$ cat config.mk
export PLATFORM = sky130hd
export DESIGN_NAME = mod_n_counter_prog
export DESIGN_NICKNAME = d
export VERILOG_FILES = /design/src/rtl/mod_n_counter_prog.sv
export SDC_FILE = /design/constraint.sdc
export NUM_CORES = 1
export LEC_CHECK = 0
export ABC_AREA = 1
export BUFFER_PORTS_ARGS = -buffer_cell sky130_fd_sc_hd__buf_2
export CAP_MARGIN = 20
export CORE_ASPECT_RATIO = 1.2
export CORE_MARGIN = 5
export CORE_UTILIZATION = 49
export DETAILED_ROUTE_END_ITERATION = 16
export HOLD_SLACK_MARGIN = 0.15
export PLACE_DENSITY_LB_ADDON = 0.1
export RECOVER_POWER = 25
export SETUP_SLACK_MARGIN = 0.1
export SYNTH_ARGS = -nofsm -noshare
export SYNTH_HDL_FRONTEND = slang
export SYNTH_SLANG_ARGS = --single-unit
$ cat constraint.sdc
create_clock -name clk -period 2.65 [get_ports clk]
set_input_delay 0.265 -clock clk [delete_from_list [all_inputs] [get_ports clk]]
set_output_delay 0.265 -clock clk [all_outputs]
set_load 0.05 [all_outputs]
$ cat src/rtl/mod_n_counter_prog.sv
// mod_n_counter_prog: runtime-programmable up/down modulo counter.
// The modulus is written into a shadow register and only becomes active on a
// period boundary (wrap or clear), so a running period is never cut short.
// tc is a combinational carry-out meant to drive the next stage's en.
// Optional feature macro: MOD_N_STATUS_EN adds the saturating wraps counter.
module mod_n_counter_prog #(
  parameter  int N_MAX  = 17,
  parameter  int N_DEF  = N_MAX,
  parameter  int WRAP_W = 8,
  localparam int W      = $clog2(N_MAX),
  localparam int MW     = $clog2(N_MAX + 1)
) (
  input  logic          clk,
  input  logic          rst_n,
  input  logic          en,
  input  logic          up,
  input  logic          clr,
  input  logic          load,
  input  logic [W-1:0]  load_val,
  input  logic          mod_wr,
  input  logic [MW-1:0] mod_in,
  output logic [W-1:0]  count,
  output logic [MW-1:0] mod_cur,
  output logic          tc,
  output logic          wrap,
  output logic          err
`ifdef MOD_N_STATUS_EN
  ,
  output logic [WRAP_W-1:0] wraps
`endif
);

  localparam logic [MW-1:0] MOD_MAX = MW'(N_MAX);
  localparam logic [MW-1:0] MOD_DEF = MW'(N_DEF);
  localparam logic [MW-1:0] MOD_ONE = MW'(1);
  localparam logic [MW-1:0] MOD_ZERO = MW'(0);
  localparam logic [W-1:0]  CNT_ONE = W'(1);
  localparam logic [W-1:0]  CNT_ZERO = W'(0);

  logic [W-1:0]  count_q, count_d;
  logic [MW-1:0] mod_q, mod_d;
  logic [MW-1:0] shadow_q, shadow_d;
  logic          pending_q, pending_d;
  logic          wrap_q;
  logic          err_q, err_d;

  logic [MW-1:0] count_ext_s;
  logic [MW-1:0] last_s;
  logic          wr_ok_s;
  logic          wr_bad_s;
  logic          wrap_s;
  logic          commit_s;

  // All comparisons are made in modulus width so mod_cur-1 never overflows count.
  assign count_ext_s = MW'(count_q);
  assign last_s      = mod_q - MOD_ONE;
  assign wrap_s      = en & ~clr & ~load &
                       (up ? (count_ext_s == last_s) : (count_ext_s == MOD_ZERO));
  assign commit_s    = clr | wrap_s;
  assign wr_ok_s     = mod_wr & (mod_in != MOD_ZERO) & (mod_in <= MOD_MAX);
  assign wr_bad_s    = mod_wr & ~wr_ok_s;

  // Shadow modulus update and commit; a write on a commit edge goes straight through.
  always_comb begin
    shadow_d  = shadow_q;
    pending_d = pending_q;
    mod_d     = mod_q;
    if (wr_ok_s) begin
      shadow_d  = mod_in;
      pending_d = 1'b1;
    end else begin
      shadow_d  = shadow_q;
    end
    if (commit_s) begin
      if (pending_d) begin
        mod_d = shadow_d;
      end else begin
        mod_d = mod_q;
      end
      pending_d = 1'b0;
    end else begin
      mod_d = mod_q;
    end
  end

  // Next count with clr > load > en priority; a down-wrap lands on the new modulus.
  always_comb begin
    count_d = count_q;
    err_d   = err_q | wr_bad_s;
    if (clr) begin
      count_d = CNT_ZERO;
    end else if (load) begin
      if (MW'(load_val) < mod_q) begin
        count_d = load_val;
      end else begin
        count_d = W'(last_s);
        err_d   = 1'b1;
      end
    end else if (en) begin
      if (up) begin
        count_d = wrap_s ? CNT_ZERO : (count_q + CNT_ONE);
      end else begin
        count_d = wrap_s ? W'(mod_d - MOD_ONE) : (count_q - CNT_ONE);
      end
    end else begin
      count_d = count_q;
    end
  end

  // State registers; reset also discards any pending modulus.
  always_ff @(posedge clk or negedge rst_n) begin
    if (!rst_n) begin
      count_q   <= CNT_ZERO;
      mod_q     <= MOD_DEF;
      shadow_q  <= MOD_DEF;
      pending_q <= 1'b0;
      wrap_q    <= 1'b0;
      err_q     <= 1'b0;
    end else begin
      count_q   <= count_d;
      mod_q     <= mod_d;
      shadow_q  <= shadow_d;
      pending_q <= pending_d;
      wrap_q    <= wrap_s;
      err_q     <= err_d;
    end
  end

  assign count   = count_q;
  assign mod_cur = mod_q;
  assign tc      = wrap_s;
  assign wrap    = wrap_q;
  assign err     = err_q;

`ifdef MOD_N_STATUS_EN
  localparam logic [WRAP_W-1:0] WRAPS_ONE = WRAP_W'(1);
  logic [WRAP_W-1:0] wraps_q;

  // Saturating count of wrap events, cleared only by reset.
  always_ff @(posedge clk or negedge rst_n) begin
    if (!rst_n) begin
      wraps_q <= '0;
    end else if (wrap_s && (wraps_q != {WRAP_W{1'b1}})) begin
      wraps_q <= wraps_q + WRAPS_ONE;
    end else begin
      wraps_q <= wraps_q;
    end
  end

  assign wraps = wraps_q;
`endif

endmodule

==> results of run 1 <==
## cell families (layout without fill, tap and decap cells)
group,Yosys count,in the layout,share of synthesized area (%)
adder cells (fa/ha/maj),8,8,6.72
AND/OR/NAND/NOR,125,125,37.7
flip-flops,18,18,30.6
AO/OA/AOI/OAI,30,30,12.4
buffers and inverters,40,87,10.8
XOR/XNOR,3,3,1.77
## layer usage
| metal | GRT usage, % | vias up |
|---|---|---|
| met5 | 0 | - |
| met4 | 5.67 | 0 |
| met3 | 2.96 | 8 |
| met2 | 33.4 | 45 |
| met1 | 25.1 | 745 |
| li1 | - | 814 |
## through the flow
step           utilization (%)  power (mW)  std cells
3_5_place_dp              59.2        1.04        294
4_1_cts                   61.9        1.23        303
6_report                  63.9        1.27        307
5_1_grt                   63.9        1.37        307
2_1_floorplan                -       0.868        224
3_3_place_gp              59.2        1.04        294
## Yosys cell counts
master,number,area (µm²)
dfstp_2,4,105
nand3_2,4,40.0
o2111ai_1,1,8.76
nand4_1,3,18.8
nand2_1,66,248
o31ai_1,1,7.51
buf_6,1,11.3
nand2_2,8,50.1
nand3_1,28,140
nor2_1,14,52.6
xnor2_1,1,8.76
o22ai_1,1,6.26
a21oi_1,5,25.0
o21ai_1,3,15.0
ha_1,8,100
dfrtp_1,14,350
o211ai_1,5,37.5
nor2_2,2,12.5
buf_2,2,10.0
o21ai_0,12,60.1
o21ai_4,1,16.3
xor2_1,2,17.5
inv_2,3,11.3
a41oi_1,1,8.76
inv_1,34,128
## timing repair
item	4_1_cts	5_1_grt
endpoints found under the setup margin	4	6
setup buffers	4	5
pin swaps	8	20
hold endpoints to repair	14	0
hold buffers	1	0
gates resized for setup	1	15
## worst min-delay path by stage
stage                     startpoint          end  slack [ns]
final                         mod_wr          err        0.21
after global routing       mod_in[0]  shadow_q[0]        0.21
after CTS                     mod_wr          err        0.21
after detailed placement       rst_n          err        0.22
after global placement         rst_n          err        0.23
after floorplan                rst_n     count[0]       -0.03
## state kept, by name (all words and copies together) (netlist names)
| signal | flops |
|---|---|
| shadow_q | 5 |
| pending_q | 1 |
| count | 5 |
| wrap | 1 |
| mod_cur | 5 |
| err | 1 |
## area by class of cell
type                    instances  area [µm²]  share of cell area (%)
clock buffers                   4        36.3                    1.89
flip-flops and latches         18         460                    24.0
inverters                      37         149                    7.76
repair buffers                 46         280                    14.6
multi-input cells             166         947                    49.4
well taps                      36        45.0                    2.35
## placed cells by master, fill, tap and decap left out, types with 2 or more instances in the layout
| cell type | instances |
|---|---|
| inv_2 | 4 |
| xor2_1 | 2 |
| buf_2 | 27 |
| ha_4 | 2 |
| a21oi_1 | 4 |
| inv_1 | 31 |
| nand2_4 | 2 |
| nand2_1 | 62 |
| dfrtp_1 | 13 |
| inv_6 | 2 |
| nor2_1 | 12 |
| dfstp_2 | 3 |
| nand2_2 | 10 |
| buf_4 | 16 |
| nand3_1 | 24 |
| o21ai_0 | 10 |
| nand3_2 | 8 |
| o21ai_1 | 5 |
| nand4_1 | 3 |
| nor2_2 | 4 |
| ha_1 | 6 |
| o211ai_1 | 5 |
| clkbuf_4 | 3 |
## worst register-to-register path, stage by stage (launching register included)
cell and delay [ns]:
dfstp_4 0.66, inv_6 0.04, ha_4 0.24, nand2_2 0.07, inv_2 0.04, nor2_2 0.06, nand2_1 0.06, nor2_2 0.11
nand4_1 0.10, nand2_2 0.10, nand2_4 0.09, buf_6 0.14, nand3_2 0.05, nand2_2 0.08, o21ai_4 0.19, ha_4 0.19
nand3_2 0.06, nand2_1 0.06, nand3_1 0.07, nand2_1 0.07, nand2_1 0.04, nand2_1 0.07, nand2_1 0.05
## power groups by stage
stage,Combinational (mW),Clock [mW],Sequential (mW)
2_1_floorplan,0.383,0,0.484
3_3_place_gp,0.655,0,0.384
3_5_place_dp,0.656,0,0.385
4_1_cts,0.676,0.178,0.378
5_1_grt,0.793,0.194,0.387
6_report,0.715,0.175,0.380
==> flow_summary.toml, run 1 <==
[clock_tree]
cts.clk_slew.worst_paths_ns = 0.11
cts_inserted_buffers = 3
clkSinkCount = 18
clock_path_buffers = 2
cts.htree.levels = 1
clock_latency_ns = 0.30
root_buffer = "clkbuf_4"
cts_tree = "yes"

[route]
drt_first_pass_iters = 4
wirelength_mm = 4.01
wl_met1_mm = 1.63
first_iter_violations = 66
wl_met3_um = 209
drc_errors = 0
via_count = 1612
top_layer_used = "met4"
ant_nets = 0
route.met2.wl_mm = 2.09
wl_per_cell_um = 13.0
vias_per_cell = 5.25

[pwr]
powerDensity_nw_per_um2 = 662
ir_worst_vdd_v = 0.000368
netSwitchingPower_uw = 604
combPwrFrac_pct = 56.3
p_clk_share_pct = 13.8
p_seq_share_pct = 29.9
leakage_nw = 1.04
swShare_pct = 47.6
intPower_uw = 665

[synth]
syn_area_um2 = 1490
ys_seq_area_share_pct = 30.6
syn_nets = 249
ys_ff_latch = 18
avgSynthCellArea_um2 = 6.65
yosysWarnings = 0
yosysUniqueCellTypes = 25
netlist_instances = 224

[timing]
setup_ws_ns = -0.0552
min_period_over_period_pct = 102
maxSlewViolCount = 0
rsz0062_at_grt = "true"
max_slew_margin_pct = 32.7
setup_viol = 3
tightest_slew_ns = 1.01
fin_tns_setup_ns = -0.123
whs_ns = 0.213
period_minus_slack_ns = 2.71
final.setup_skew_ns = 0.00101
max_clock_freq_ghz = 0.370
hold_violations = 0

[worst_setup_path]
reg2reg_from = "mod_cur[0]"
path_depth = 22
reg2reg_setup_slack_ns = -0.06
r2r_cells = 22
crit_path_end_kind = "register"
crit_path_end = "count[4]"
crit_slowest_cell = "dfstp_4"
path_buf_inv = 3
crit_path_start_kind = "register"
path_class = "register to register"
cpPeakStageDelay_ns = 0.66
cp_max_fo = 5
path_cells = "inv_6 > ha_4 > nand2_2 > inv_2 > nor2_2 > nand2_1 > nor2_2 > nand4_1 > nand2_2 > nand2_4 > buf_6 > nand3_2 > nand2_2 > o21ai_4 > ha_4 > nand3_2 > nand2_1 > nand3_1 > nand2_1 > nand2_1 > nand2_1 > nand2_1"
cpMostUsedCell = "nand2_1"
critPathTopFamily = "simple AND/OR/NAND/NOR gates"
cp-startpoint = "mod_cur[0]"
worstPathRequired_ns = 2.86
r2r-end = "count[4]"
crit_arrival_ns = 2.91

[cells_and_area]
area_growth_pct = 28.8
n_fill_cell = 303
antennaDiodeCount = 0
final_area_um2 = 1920
drive_gt1_share_pct = 32.1
nNetsFinal = 297

[grt]
grt_util_all_layers_pct = 19.7
overflow = 0
grt_pass1_wl_mm = 6.55
grt_pass1_vias = 1473
antenna_found_initial = 0
grt_max_degree = 19

[floorplan]
die_x_um = 60.3
core.rowCount = 22
core-area_um2 = 3000
die_area_um2 = 4250
initial_utilization_pct = 49.6
die_h_um = 70.4
pin_count = 30

[hold_path]
hold_path_class = "primary input to register"
min_path_cells = 3

[placed_design]
gp_congestion = 0.872
pre_cts_ws_ns = 0.0140
place_area_um2 = 1780
io_buffer_count = 29
dp_hpwl_mm = 3.15

[flow_run]
maxCapViolations = 0

[status]
violations = "setup timing"
status = "finished, violations left"
Power figures use the tool's default switching activity.
==> run 2, diff against run 1 <==
Settings changed: CORE_MARGIN 5 to 3.
==> run 2 against run 1 <==
Clock power up 6%. Register-to-register slack better by 0.02 ns. First-iteration DRC count down 6.1%. Critical endpoint unchanged. The flow still finishes with violations (setup timing).
==> flow_summary.toml, run 2 (same netlist as run 1, synthesis figures left out) <==
[hold_path]
hold_path_class = "primary input to register"
hold_end = "shadow_q[0]"
hp-start = "mod_in[0]"
min_path_cells = 3

[pwr]
leakage_nw = 1.03
ir_worst_vdd_v = 0.000426
powerDensity_nw_per_um2 = 661

[clock_tree]
cts_inserted_buffers = 3
clock_latency_ns = 0.31
cts.htree.levels = 1
root_buffer = "clkbuf_4"
clkSinkCount = 18
cts_tree = "yes"
clock_path_buffers = 2
cts.clk_slew.worst_paths_ns = 0.12

[worst_setup_path]
cp_max_fo = 6
crit_path_start_kind = "register"
worstPathRequired_ns = 2.86
crit_path_end_kind = "register"
path_class = "register to register"
reg2reg_from = "mod_cur[0]"
r2r_cells = 22
crit_arrival_ns = 2.89
reg2reg_setup_slack_ns = -0.03
r2r-end = "count[4]"

[timing]
max_clock_freq_ghz = 0.373
setup_ws_ns = -0.0325
maxSlewViolCount = 0
tightest_slew_ns = 1.03
hold_violations = 0
period_minus_slack_ns = 2.68
min_period_over_period_pct = 101
rsz0062_at_grt = "true"
max_slew_margin_pct = 31.2
final.setup_skew_ns = 0.00859
setup_viol = 2

[grt]
grt_max_degree = 19
gr-usage-met1_pct = 26.6
busiest_layer = "met2"
grt_pass1_vias = 1481
antenna_found_initial = 0
met2_usage_pct = 42.3
grt_pass1_wl_mm = 6.59
overflow = 0
grt_util_all_layers_pct = 22.8
use_met3_pct = 3.13

[cells_and_area]
antennaDiodeCount = 0
nNetsFinal = 296
fin_cells = 304
layout_common_cells = "64 x nand2_1, 33 x inv_1, 27 x buf_2"
drive_gt1_share_pct = 28.5
final_common_cell = "nand2_1"
area_growth_pct = 26.3

[placed_design]
dp.cells = 293
dp_hpwl_mm = 3.16
io_buffer_count = 29
gp_congestion = 0.866
pre_cts_ws_ns = 0.0472

[route]
wirelength_mm = 3.96
drc_errors = 0
via_count = 1586
first_iter_violations = 62
wl_per_cell_um = 13.0
vias_per_cell = 5.22
drt_first_pass_iters = 5
ant_nets = 0

[floorplan]
die_area_um2 = 3740
initial_utilization_pct = 52.5
core.rowCount = 21
die_h_um = 66.4
core-area_um2 = 2840
die_x_um = 56.3
pin_count = 30

[flow_run]
maxCapViolations = 0

[status]
violations = "setup timing"
status = "finished, violations left"
-- run 2: what timing repair did --
action | CTS | global route
gates cloned | 0 | 0
endpoints found under the hold margin | 14 | 0
pin swaps | 8 | 2
buffers inserted | 3 | 3
setup endpoints to repair | 3 | 5
hold buffers | 1 | 0
resized for setup | 1 | 2
-- run 2: worst max path at each step --
| stage | from | end | slack, ns | cells after the start |
|---|---|---|---|---|
| final | mod_cur[0] | count[4] | -0.03 | 22 |
| after global routing | mod_cur[0] | count[2] | -0.23 | 21 |
| after CTS | mod_cur[0] | count[2] | 0.05 | 21 |
| after detailed placement | mod_cur[0] | count[2] | 0.05 | 21 |
| after global placement | mod_cur[0] | count[2] | 0.07 | 21 |
| after floorplan | mod_cur[0] | count[4] | 0.03 | 22 |
-- run 2: power by group --
group	switching (mW)	internal (mW)	total [mW]
clock network	0.101	0.0839	0.185
logic	0.445	0.238	0.683
registers	0.0503	0.326	0.377
total	0.596	0.648	1.24
-- run 2: layer usage --
layer	routed length, µm	vias to the layer above
li1	-	818
met1	1680	725
met2	2060	37
met3	165	6
met4	54	0
met5	0	-
-- run 2: final cells by class --
cell class	count	area, µm²
flip-flops and latches	18	460
repair buffers	45	269
well taps	34	42.5
fillers	269	957
clock buffers	4	36.3
multi-input cells	166	923
inverters	37	149
-- run 2: per-stage QoR --
| stage | total power, mW | TNS, ns | hold slack (ns) | instance area, µm² | util (%) |
|---|---|---|---|---|---|
| after floorplan | 0.868 | 0 | -0.0306 | 1550 | - |
| after global placement | 1.04 | 0 | 0.227 | 1780 | 62.7 |
| after detailed placement | 1.04 | 0 | 0.231 | 1780 | 62.7 |
| after CTS | 1.24 | 0 | 0.190 | 1850 | 65.3 |
| after global routing | 1.34 | -0.788 | 0.206 | 1880 | 66.3 |
| final | 1.24 | -0.0482 | 0.188 | 1880 | 66.3 |
-- run 2: critical path, stage by stage (launching register included) --
cell	delay (ns)
dfstp_4	0.66
inv_6	0.03
ha_4	0.21
nand2_1	0.06
inv_1	0.04
nor2_1	0.09
nand2_1	0.07
nor2_2	0.08
nand4_1	0.09
nand2_2	0.09
nand2_4	0.09
buf_4	0.16
nand3_2	0.05
nand2_2	0.08
o21ai_4	0.20
ha_4	0.17
nand3_2	0.05
nand2_1	0.07
nand3_1	0.08
nand2_1	0.06
nand2_1	0.05
nand2_1	0.07
nand2_1	0.05
